[src/rtl/stream_order_check.sv]
// Framed-stream ordering monitor: checks adjacent beats against a selectable
// strict/non-strict, ascending/descending relation and reports per-frame stats.
module stream_order_check #(
  parameter int K    = 8,
  parameter int CNTW = 16
) (
  input  logic            clk,
  input  logic            rst_n,
  input  logic [1:0]      mode,
  input  logic            in_valid,
  output logic            in_ready,
  input  logic [K-1:0]    in_data,
  input  logic            in_last,
  output logic            out_valid,
  input  logic            out_ready,
  output logic            out_ordered,
  output logic [CNTW-1:0] out_viol_cnt,
  output logic [CNTW-1:0] out_len,
  output logic [K-1:0]    out_max,
  output logic [K-1:0]    out_min
);

  typedef enum logic [1:0] {
    S_IDLE,
    S_RUN,
    S_REPORT
  } state_t;

  state_t          r_state;
  state_t          w_state_next;
  logic [1:0]      r_mode_q;
  logic [K-1:0]    r_prev;
  logic [K-1:0]    r_max;
  logic [K-1:0]    r_min;
  logic [CNTW-1:0] r_len;
  logic [CNTW-1:0] r_viol;
  logic            r_ordered;

  logic            w_beat;
  logic [K-1:0]    w_lhs;
  logic [K-1:0]    w_rhs;
  logic            w_pass;
  logic [CNTW-1:0] w_len_next;
  logic [CNTW-1:0] w_viol_next;

  assign in_ready = (r_state != S_REPORT);
  assign w_beat   = in_valid & in_ready;

  // Ascending modes reuse the descending "lhs > rhs" test with operands swapped.
  assign w_lhs  = r_mode_q[1] ? in_data : r_prev;
  assign w_rhs  = r_mode_q[1] ? r_prev  : in_data;
  assign w_pass = (w_lhs > w_rhs) | (r_mode_q[0] & (w_lhs == w_rhs));

  assign w_len_next  = (r_len == '1) ? r_len : r_len + 1'b1;
  assign w_viol_next = (!w_pass && (r_viol != '1)) ? r_viol + 1'b1 : r_viol;

  // NOTE: every always_comb output gets a default first so no path can infer a latch.
  always_comb begin
    w_state_next = r_state;
    case (r_state)
      S_IDLE:   if (w_beat) w_state_next = in_last ? S_REPORT : S_RUN;
      S_RUN:    if (w_beat && in_last) w_state_next = S_REPORT;
      S_REPORT: if (out_ready) w_state_next = S_IDLE;
      default:  w_state_next = S_IDLE;
    endcase
  end

  // NOTE: sequential state uses non-blocking assignments so every register samples pre-edge values.
  always_ff @(posedge clk or negedge rst_n) begin
    if (!rst_n) r_state <= S_IDLE;
    else        r_state <= w_state_next;
  end

  always_ff @(posedge clk or negedge rst_n) begin
    if (!rst_n) begin
      r_mode_q  <= '0;
      r_prev    <= '0;
      r_max     <= '0;
      r_min     <= '0;
      r_len     <= '0;
      r_viol    <= '0;
      r_ordered <= 1'b0;
    end else if (w_beat) begin
      r_prev <= in_data;
      if (r_state == S_IDLE) begin
        r_mode_q <= mode;
        r_max    <= in_data;
        r_min    <= in_data;
        r_len    <= CNTW'(1);
        r_viol   <= '0;
        if (in_last) r_ordered <= 1'b1;
      end else begin
        r_len  <= w_len_next;
        r_viol <= w_viol_next;
        if (in_data > r_max) r_max <= in_data;
        if (in_data < r_min) r_min <= in_data;
        if (in_last) r_ordered <= (w_viol_next == '0);
      end
    end
  end

  // Accumulators double as report outputs: no beat is accepted while REPORT holds them.
  assign out_valid    = (r_state == S_REPORT);
  assign out_ordered  = r_ordered;
  assign out_viol_cnt = r_viol;
  assign out_len      = r_len;
  assign out_max      = r_max;
  assign out_min      = r_min;

endmodule

[config.mk]
export PLATFORM = sky130hd
export DESIGN_NAME = stream_order_check
export DESIGN_NICKNAME = d
export VERILOG_FILES = /design/src/rtl/stream_order_check.sv
export SDC_FILE = /design/constraint.sdc
export NUM_CORES = 1
export LEC_CHECK = 0
export CAP_MARGIN = 40
export CORE_MARGIN = 2
export CORE_UTILIZATION = 53
export CTS_BUF_LIST = sky130_fd_sc_hd__clkbuf_4 sky130_fd_sc_hd__clkbuf_8 sky130_fd_sc_hd__clkbuf_16
export DETAILED_ROUTE_END_ITERATION = 8
export PLACE_DENSITY = 0.77
export SLEW_MARGIN = 20
export SYNTH_ARGS = -nofsm -noshare
export SYNTH_HDL_FRONTEND = slang
export SYNTH_SLANG_ARGS = --single-unit
[constraint.sdc]
create_clock -name clk -period 4.5 [get_ports clk]
set_input_delay 0.45 -clock clk [delete_from_list [all_inputs] [get_ports clk]]
set_output_delay 0.45 -clock clk [all_outputs]
set_load 0.03 [all_outputs]
==> results of run 1 <==
==> sequential cells by signal, indices dropped and copies added, names as in the netlist <==
| name | cells |
|---|---|
| r_prev | 8 |
| r_state | 2 |
| out_ordered | 1 |
| out_len | 16 |
| r_mode_q | 2 |
| out_min | 8 |
| out_max | 8 |
| out_viol_cnt | 16 |
==> layout by cell type (no fill, tap or decap), types with 3 or more instances in the layout <==
| master | Yosys | final |
|---|---|---|
| mux2_2 | 30 | 30 |
| nand4_1 | 10 | 10 |
| and4_1 | 3 | 3 |
| and3_1 | 5 | 5 |
| nand2b_1 | 3 | 3 |
| xnor2_1 | 6 | 6 |
| nor2b_1 | 3 | 3 |
| inv_1 | 22 | 22 |
| a21oi_1 | 10 | 10 |
| a21o_1 | 7 | 7 |
| clkdlybuf4s50_1 | 0 | 64 |
| nor3_1 | 4 | 4 |
| buf_4 | 1 | 3 |
| nor2_1 | 34 | 34 |
| nand2_1 | 24 | 24 |
| mux2i_1 | 12 | 12 |
| a22o_1 | 7 | 7 |
| a31oi_1 | 5 | 5 |
| ha_1 | 24 | 24 |
| nor4_1 | 3 | 3 |
| xor2_1 | 14 | 14 |
| and2_1 | 3 | 3 |
| o31ai_1 | 6 | 6 |
| dfrtp_1 | 61 | 61 |
| nand3_1 | 15 | 15 |
| clkbuf_8 | 0 | 12 |
| o21ai_0 | 28 | 28 |
==> final cells by class <==
class / count / area (um2) / share of cell area
clock buffer: 13 / 172.7 / 0.03617
sequential: 61 / 1526 / 0.3198
tap: 96 / 120.1 / 0.02516
timing repair buffer: 69 / 688.2 / 0.1442
inverter: 22 / 82.58 / 0.01730
clock inverter: 3 / 42.54 / 0.008912
multi-input combinational: 293 / 2141 / 0.4485
==> logic make-up (layout without fill, tap and decap cells) <==
group | Yosys count | in the layout | synth area share
AND/OR/NAND/NOR | 120 | 120 | 0.1586
AO/OA/AOI/OAI | 85 | 85 | 0.1504
XOR/XNOR | 20 | 20 | 0.04577
multiplexers | 42 | 42 | 0.1196
adder cells (fa/ha/maj) | 26 | 26 | 0.08369
flip-flops | 61 | 61 | 0.3988
buffers and inverters | 42 | 107 | 0.04315
==> metal layers <==
metal  GRT usage  vias to the layer above  share of wire
met1      0.3259                     1539           0.47
met3     0.03970                       14          0.048
met4     0.08005                        0          0.013
met2      0.3799                       97           0.47
met5           0                        -              0
li1            -                     1559              -
==> worst min path at each step <==
stage,start,end,cells past startpoint
after global routing,rst_n,out_max[1],2
after CTS,rst_n,out_min[1],2
after detailed placement,r_mode_q[0],r_mode_q[0],1
after global placement,r_mode_q[0],r_mode_q[0],1
final,rst_n,out_max[1],2
after floorplan,rst_n,out_len[0],0
==> per-stage QoR <==
stage | setup WS [ns] | instances | power [mW] | utilization | hold slack, ns
6_report | 0.5868 | 557 | 2.022 | 0.6911 | 0.09716
5_1_grt | 0.3882 | 557 | 2.140 | 0.6911 | 0.1209
4_1_cts | 0.5850 | 556 | 2.033 | 0.6882 | 0.2970
3_5_place_dp | 0.4838 | 540 | 1.503 | 0.6571 | 0.5031
3_3_place_gp | 0.6055 | 539 | 1.479 | 0.6560 | 0.4915
2_1_floorplan | 0.8521 | 396 | 1.236 | - | 0.1544
==> report_power, final <==
group          internal (mW)  switching (mW)
combinational          0.351           0.411
clock                  0.307           0.217
sequential             0.633           0.104
total                   1.29           0.732
==> flow_metrics.tcl, run 1 <==
set metrics [dict create \
    max_freq_ghz 0.2555 \
    vdd_drop_max_mv 0.2574 \
    synth_cells 396 \
    reg2reg_from "r_mode_q[1]" \
    antenna_found_initial 0 \
    antenna_left 0 \
    synth.cell_area_um2 3827 \
    arrival_ns 4.16 \
    avgRoutedWirePerCell_um 15.56 \
    synth_top_area_cell "dfrtp_1" \
    ys_types 56 \
    crit_buf_inv 0 \
    io_buffers 65 \
    hold_viol_final 0 \
    clockBufferDepth 2 \
    fin_setup_tns_ns 0 \
    drive_gt1_frac 0.1302 \
    chipHeight_um 88.98 \
    cts_sinks 61 \
    worstSetupStartpoint "r_mode_q[1]" \
    syn_avg_cell_area_um2 9.665 \
    syn_nets 435 \
    fin_crit_ns 3.913 \
    design_area_um2 4773 \
    post-cts-setup-buffers 0 \
    dpl-instance-area_um2 4538 \
    fp.dieW_um 88.98 \
    die_area_um2 7917 \
    leakage_nw 2.113 \
    clock_latency_ns 0.33 \
    cp_num_cells 10 \
    slowest_delay_ns 0.79 \
    wl_um 8665 \
    ys_top_cells_by_count "dfrtp_1 (61), nor2_1 (34), mux2_2 (30)" \
    async_reset_ff_frac 1.000 \
    areaGrowthSynthToFinish_pct 24.71 \
    firstDrtPassIters 4 \
    yosysSeqAreaShare 0.3988 \
    yosys-top-cells-area "dfrtp_1 (40%), mux2_2 (8.8%), ha_1 (7.8%)" \
    critPathKind "reg2reg" \
    synth_most_common_cell "dfrtp_1" \
    numCtsBuffers 9 \
    ys_warn_count 0 \
    p_per_area_nw_per_um2 423.7 \
    first_iter_violations 131 \
    cp_max_fo 18 \
    critPathSlowestCell "dfrtp_1" \
    root_buffer "clkbuf_8" \
    fin_nets 495 \
    gp_congestion 0.8791 \
    dp_hpwl_um 6190 \
    overflow 0 \
    worstPathRequired_ns 4.75 \
    grt_pass1_vias 3118 \
    maxSlewHeadroom 0.4196 \
    drc 0 \
    rrSetupSlack_ns 0.59 \
    cap_viol_max_count 0 \
    hp-class "in2async" \
    rsz0062_at_grt "false" \
    setup_viol 0 \
    num_io_pins 66 \
    gr-usage-all-layers 0.2361 \
    synth_ff_type "dfrtp_1" \
    worstSetupStartpointType "flip-flop" \
    worst_slew_pin_slew_ns 0.8648 \
    fin_skew_ns 0.007746 \
    core_um2 6907 \
    endpoint_kind "flip-flop" \
    cts_resized 0 \
    initial_utilization 0.5542 \
    path_clk_slew_ns 0.07 \
    row_count 30 \
    via_per_inst 5.761 \
    grt_max_degree 62 \
    r2r-end "out_ordered" \
    status "complete, no violations" \
    crit_chain "mux2_2 > ha_1 > a21o_1 > maj3_1 > a221oi_2 > a31o_2 > nand4_1 > xor2_1 > or4b_1 > o31ai_2" \
    postCtsHoldBufs 0 \
    synth_edf_count 0 \
    fillers 567 \
    endpoint "out_ordered" \
    vias 3209 \
    synth-seq-cells 61 \
    yosys.area.top_type_share 0.3988 \
    grt_pass1_wl_um 14730 \
    period_share 0.8696 \
    antennaDiodeCount 0 \
    cts_tree "done" \
    rr_worst_depth 10 \
    report.final.slew_viol_count 0 \
    crit_family "compound AO/OA/AOI/OAI gates" \
    htreeDepth 3 \
]
(Power assumes the default switching activity.)
==> inputs of run 2 (changes only) <==
--- a/config.mk
+++ b/config.mk
@@ -11,6 +11,7 @@
 export CTS_BUF_LIST = sky130_fd_sc_hd__clkbuf_4 sky130_fd_sc_hd__clkbuf_8 sky130_fd_sc_hd__clkbuf_16
 export DETAILED_ROUTE_END_ITERATION = 8
 export PLACE_DENSITY = 0.77
+export SKIP_LAST_GASP = 1
 export SLEW_MARGIN = 20
 export SYNTH_ARGS = -nofsm -noshare
 export SYNTH_HDL_FRONTEND = slang
==> results of run 2 <==
Final layout, timing and power as in run 1 (identical DEF).
==> inputs of run 3 (changes only) <==
--- a/config.mk
+++ b/config.mk
@@ -9,8 +9,10 @@
 export CORE_MARGIN = 2
 export CORE_UTILIZATION = 53
 export CTS_BUF_LIST = sky130_fd_sc_hd__clkbuf_4 sky130_fd_sc_hd__clkbuf_8 sky130_fd_sc_hd__clkbuf_16
+export CTS_CLUSTER_DIAMETER = 150
+export CTS_CLUSTER_SIZE = 10
 export DETAILED_ROUTE_END_ITERATION = 8
-export PLACE_DENSITY = 0.77
+export PLACE_DENSITY = 0.82
 export SKIP_LAST_GASP = 1
 export SLEW_MARGIN = 20
 export SYNTH_ARGS = -nofsm -noshare
==> run 3 against run 2 <==
Net effect:
- routed wire length is 1.6% higher
- via count is 0.69% lower
- sequential power hardly changed
- clock power is 5.3% higher
- cell count stayed put
- fmax is 0.84% lower
- sequential share of layout area is 0.13 points lower
- clock-buffer cell count is 3 lower
- first-iteration DRC count is 34% higher
- largest power group unchanged
- register-to-register slack worse by 0.03 ns
==> flow_metrics.tcl, run 3 (same netlist as run 1, synthesis figures left out) <==
set metrics [dict create \
    status "complete, no violations" \
    wl_um 8807 \
    rsz0062_at_grt "false" \
    initial_utilization 0.5542 \
    core_um2 6907 \
    num_io_pins 66 \
    report.final.slew_viol_count 0 \
    dp_hpwl_um 6167 \
    slowest_delay_ns 0.80 \
    setup_viol 0 \
    critPathKind "reg2reg" \
    io_buffers 65 \
    htreeDepth 3 \
    fin_skew_ns 0.008761 \
    rrSetupSlack_ns 0.55 \
    clockBufferDepth 2 \
    grt_pass1_vias 3281 \
    hold_viol_final 0 \
    arrival_ns 4.21 \
    maxSlewHeadroom 0.4676 \
    final_common_cell "clkdlybuf4s50_1" \
    cap_viol_max_count 0 \
    hp-class "in2async" \
    firstDrtPassIters 5 \
    rr_worst_depth 10 \
    row_count 30 \
    period_share 0.8770 \
    postLayoutCoreUtil 0.6940 \
    path_clk_slew_ns 0.07 \
    fin_crit_ns 3.946 \
    chipHeight_um 88.98 \
    r2r-end "out_ordered" \
    fp.dieW_um 88.98 \
    postCtsHoldBufs 0 \
    numCtsBuffers 9 \
    grt_max_degree 62 \
    avgRoutedWirePerCell_um 15.81 \
    reg2reg_from "r_mode_q[1]" \
    final_cell_mix "clkdlybuf4s50_1 (64), dfrtp_1 (61), nor2_1 (34)" \
    antennaDiodeCount 0 \
    gp_congestion 0.9467 \
    vias 3187 \
    endpoint "out_ordered" \
    leakage_nw 2.120 \
    antenna_found_initial 0 \
    endpoint_kind "flip-flop" \
    root_buffer "clkbuf_8" \
    areaGrowthSynthToFinish_pct 25.24 \
    die_area_um2 7917 \
    crit_family "compound AO/OA/AOI/OAI gates" \
    worst_slew_pin_slew_ns 0.7933 \
    cts_sinks 61 \
    fin_nets 495 \
    worstSetupStartpointType "flip-flop" \
    max_freq_ghz 0.2534 \
    vdd_drop_max_mv 0.2711 \
    via_per_inst 5.722 \
    crit_chain "mux2_2 > ha_1 > a21o_1 > maj3_1 > a221oi_2 > a31o_2 > nand4_1 > xor2_1 > or4b_1 > o31ai_2" \
    first_iter_violations 175 \
    cts_tree "done" \
    fin_setup_tns_ns 0 \
    crit_buf_inv 0 \
    cts_resized 0 \
    antenna_left 0 \
    cp_num_cells 10 \
    cp_max_fo 18 \
    worstPathRequired_ns 4.76 \
    design_area_um2 4793 \
    p_per_area_nw_per_um2 430.0 \
    gr-usage-all-layers 0.2483 \
    clock_latency_ns 0.35 \
    grt_pass1_wl_um 15350 \
    worstSetupStartpoint "r_mode_q[1]" \
    dpl-instance-area_um2 4542 \
    fin_hold_ws_ns 0.03580 \
    critPathSlowestCell "dfrtp_1" \
    drive_gt1_frac 0.1302 \
    overflow 0 \
    drc 0 \
    post-cts-setup-buffers 0 \
]
[run 3: cell count changes in the layout (fill, tap and decap cells not counted), sizes merged]
cell	delta
clkbuf	-3
clkinv	+2
bufinv	+1
[run 3: worst min path at each step]
stage	slack, ns	end	startpoint
final	0.04	out_min[3]	rst_n
after floorplan	0.15	out_len[0]	rst_n
after detailed placement	0.51	r_mode_q[0]	r_mode_q[0]
after CTS	0.29	out_viol_cnt[0]	rst_n
after global placement	0.49	r_mode_q[0]	r_mode_q[0]
after global routing	0.05	out_min[3]	rst_n
[run 3: worst register-to-register path, cell delays in order (launching register included)]
cell and delay [ns]:
dfrtp_1 0.80, mux2_2 0.42, ha_1 0.31, a21o_1 0.19
maj3_1 0.37, a221oi_2 0.35, a31o_2 0.39, nand4_1 0.15
xor2_1 0.19, or4b_1 0.48, o31ai_2 0.22
[run 3: metrics by stage]
| step | total power, mW | instances | setup WS (ns) |
|---|---|---|---|
| after floorplan | 1.236 | 396 | 0.8521 |
| after global placement | 1.477 | 539 | 0.6078 |
| after detailed placement | 1.505 | 540 | 0.5028 |
| after CTS | 2.071 | 556 | 0.5646 |
| after global routing | 2.183 | 557 | 0.3071 |
| final | 2.061 | 557 | 0.5536 |
[run 3: metal layers]
layer | global-route usage | part of all wire | up-vias
li1 | - | - | 1549
met1 | 0.3259 | 0.44 | 1550
met2 | 0.4064 | 0.50 | 78
met3 | 0.07018 | 0.049 | 10
met4 | 0.06784 | 0.011 | 0
met5 | 0 | 0 | -
[run 3: power by group]
part	switching, mW	internal, mW	total (mW)
Sequential	0.106	0.633	0.739
Clock	0.226	0.326	0.552
Combinational	0.417	0.353	0.770
Total	0.749	1.31	2.06
[run 3: cell type report]
type	instances	area [um2]
multi-input combinational	293	2141
tap	96	120.1
timing repair buffer	69	699.4
clock inverter	6	86.33
fill	543	2113
sequential	61	1526
inverter	22	82.58
clock buffer	10	137.6
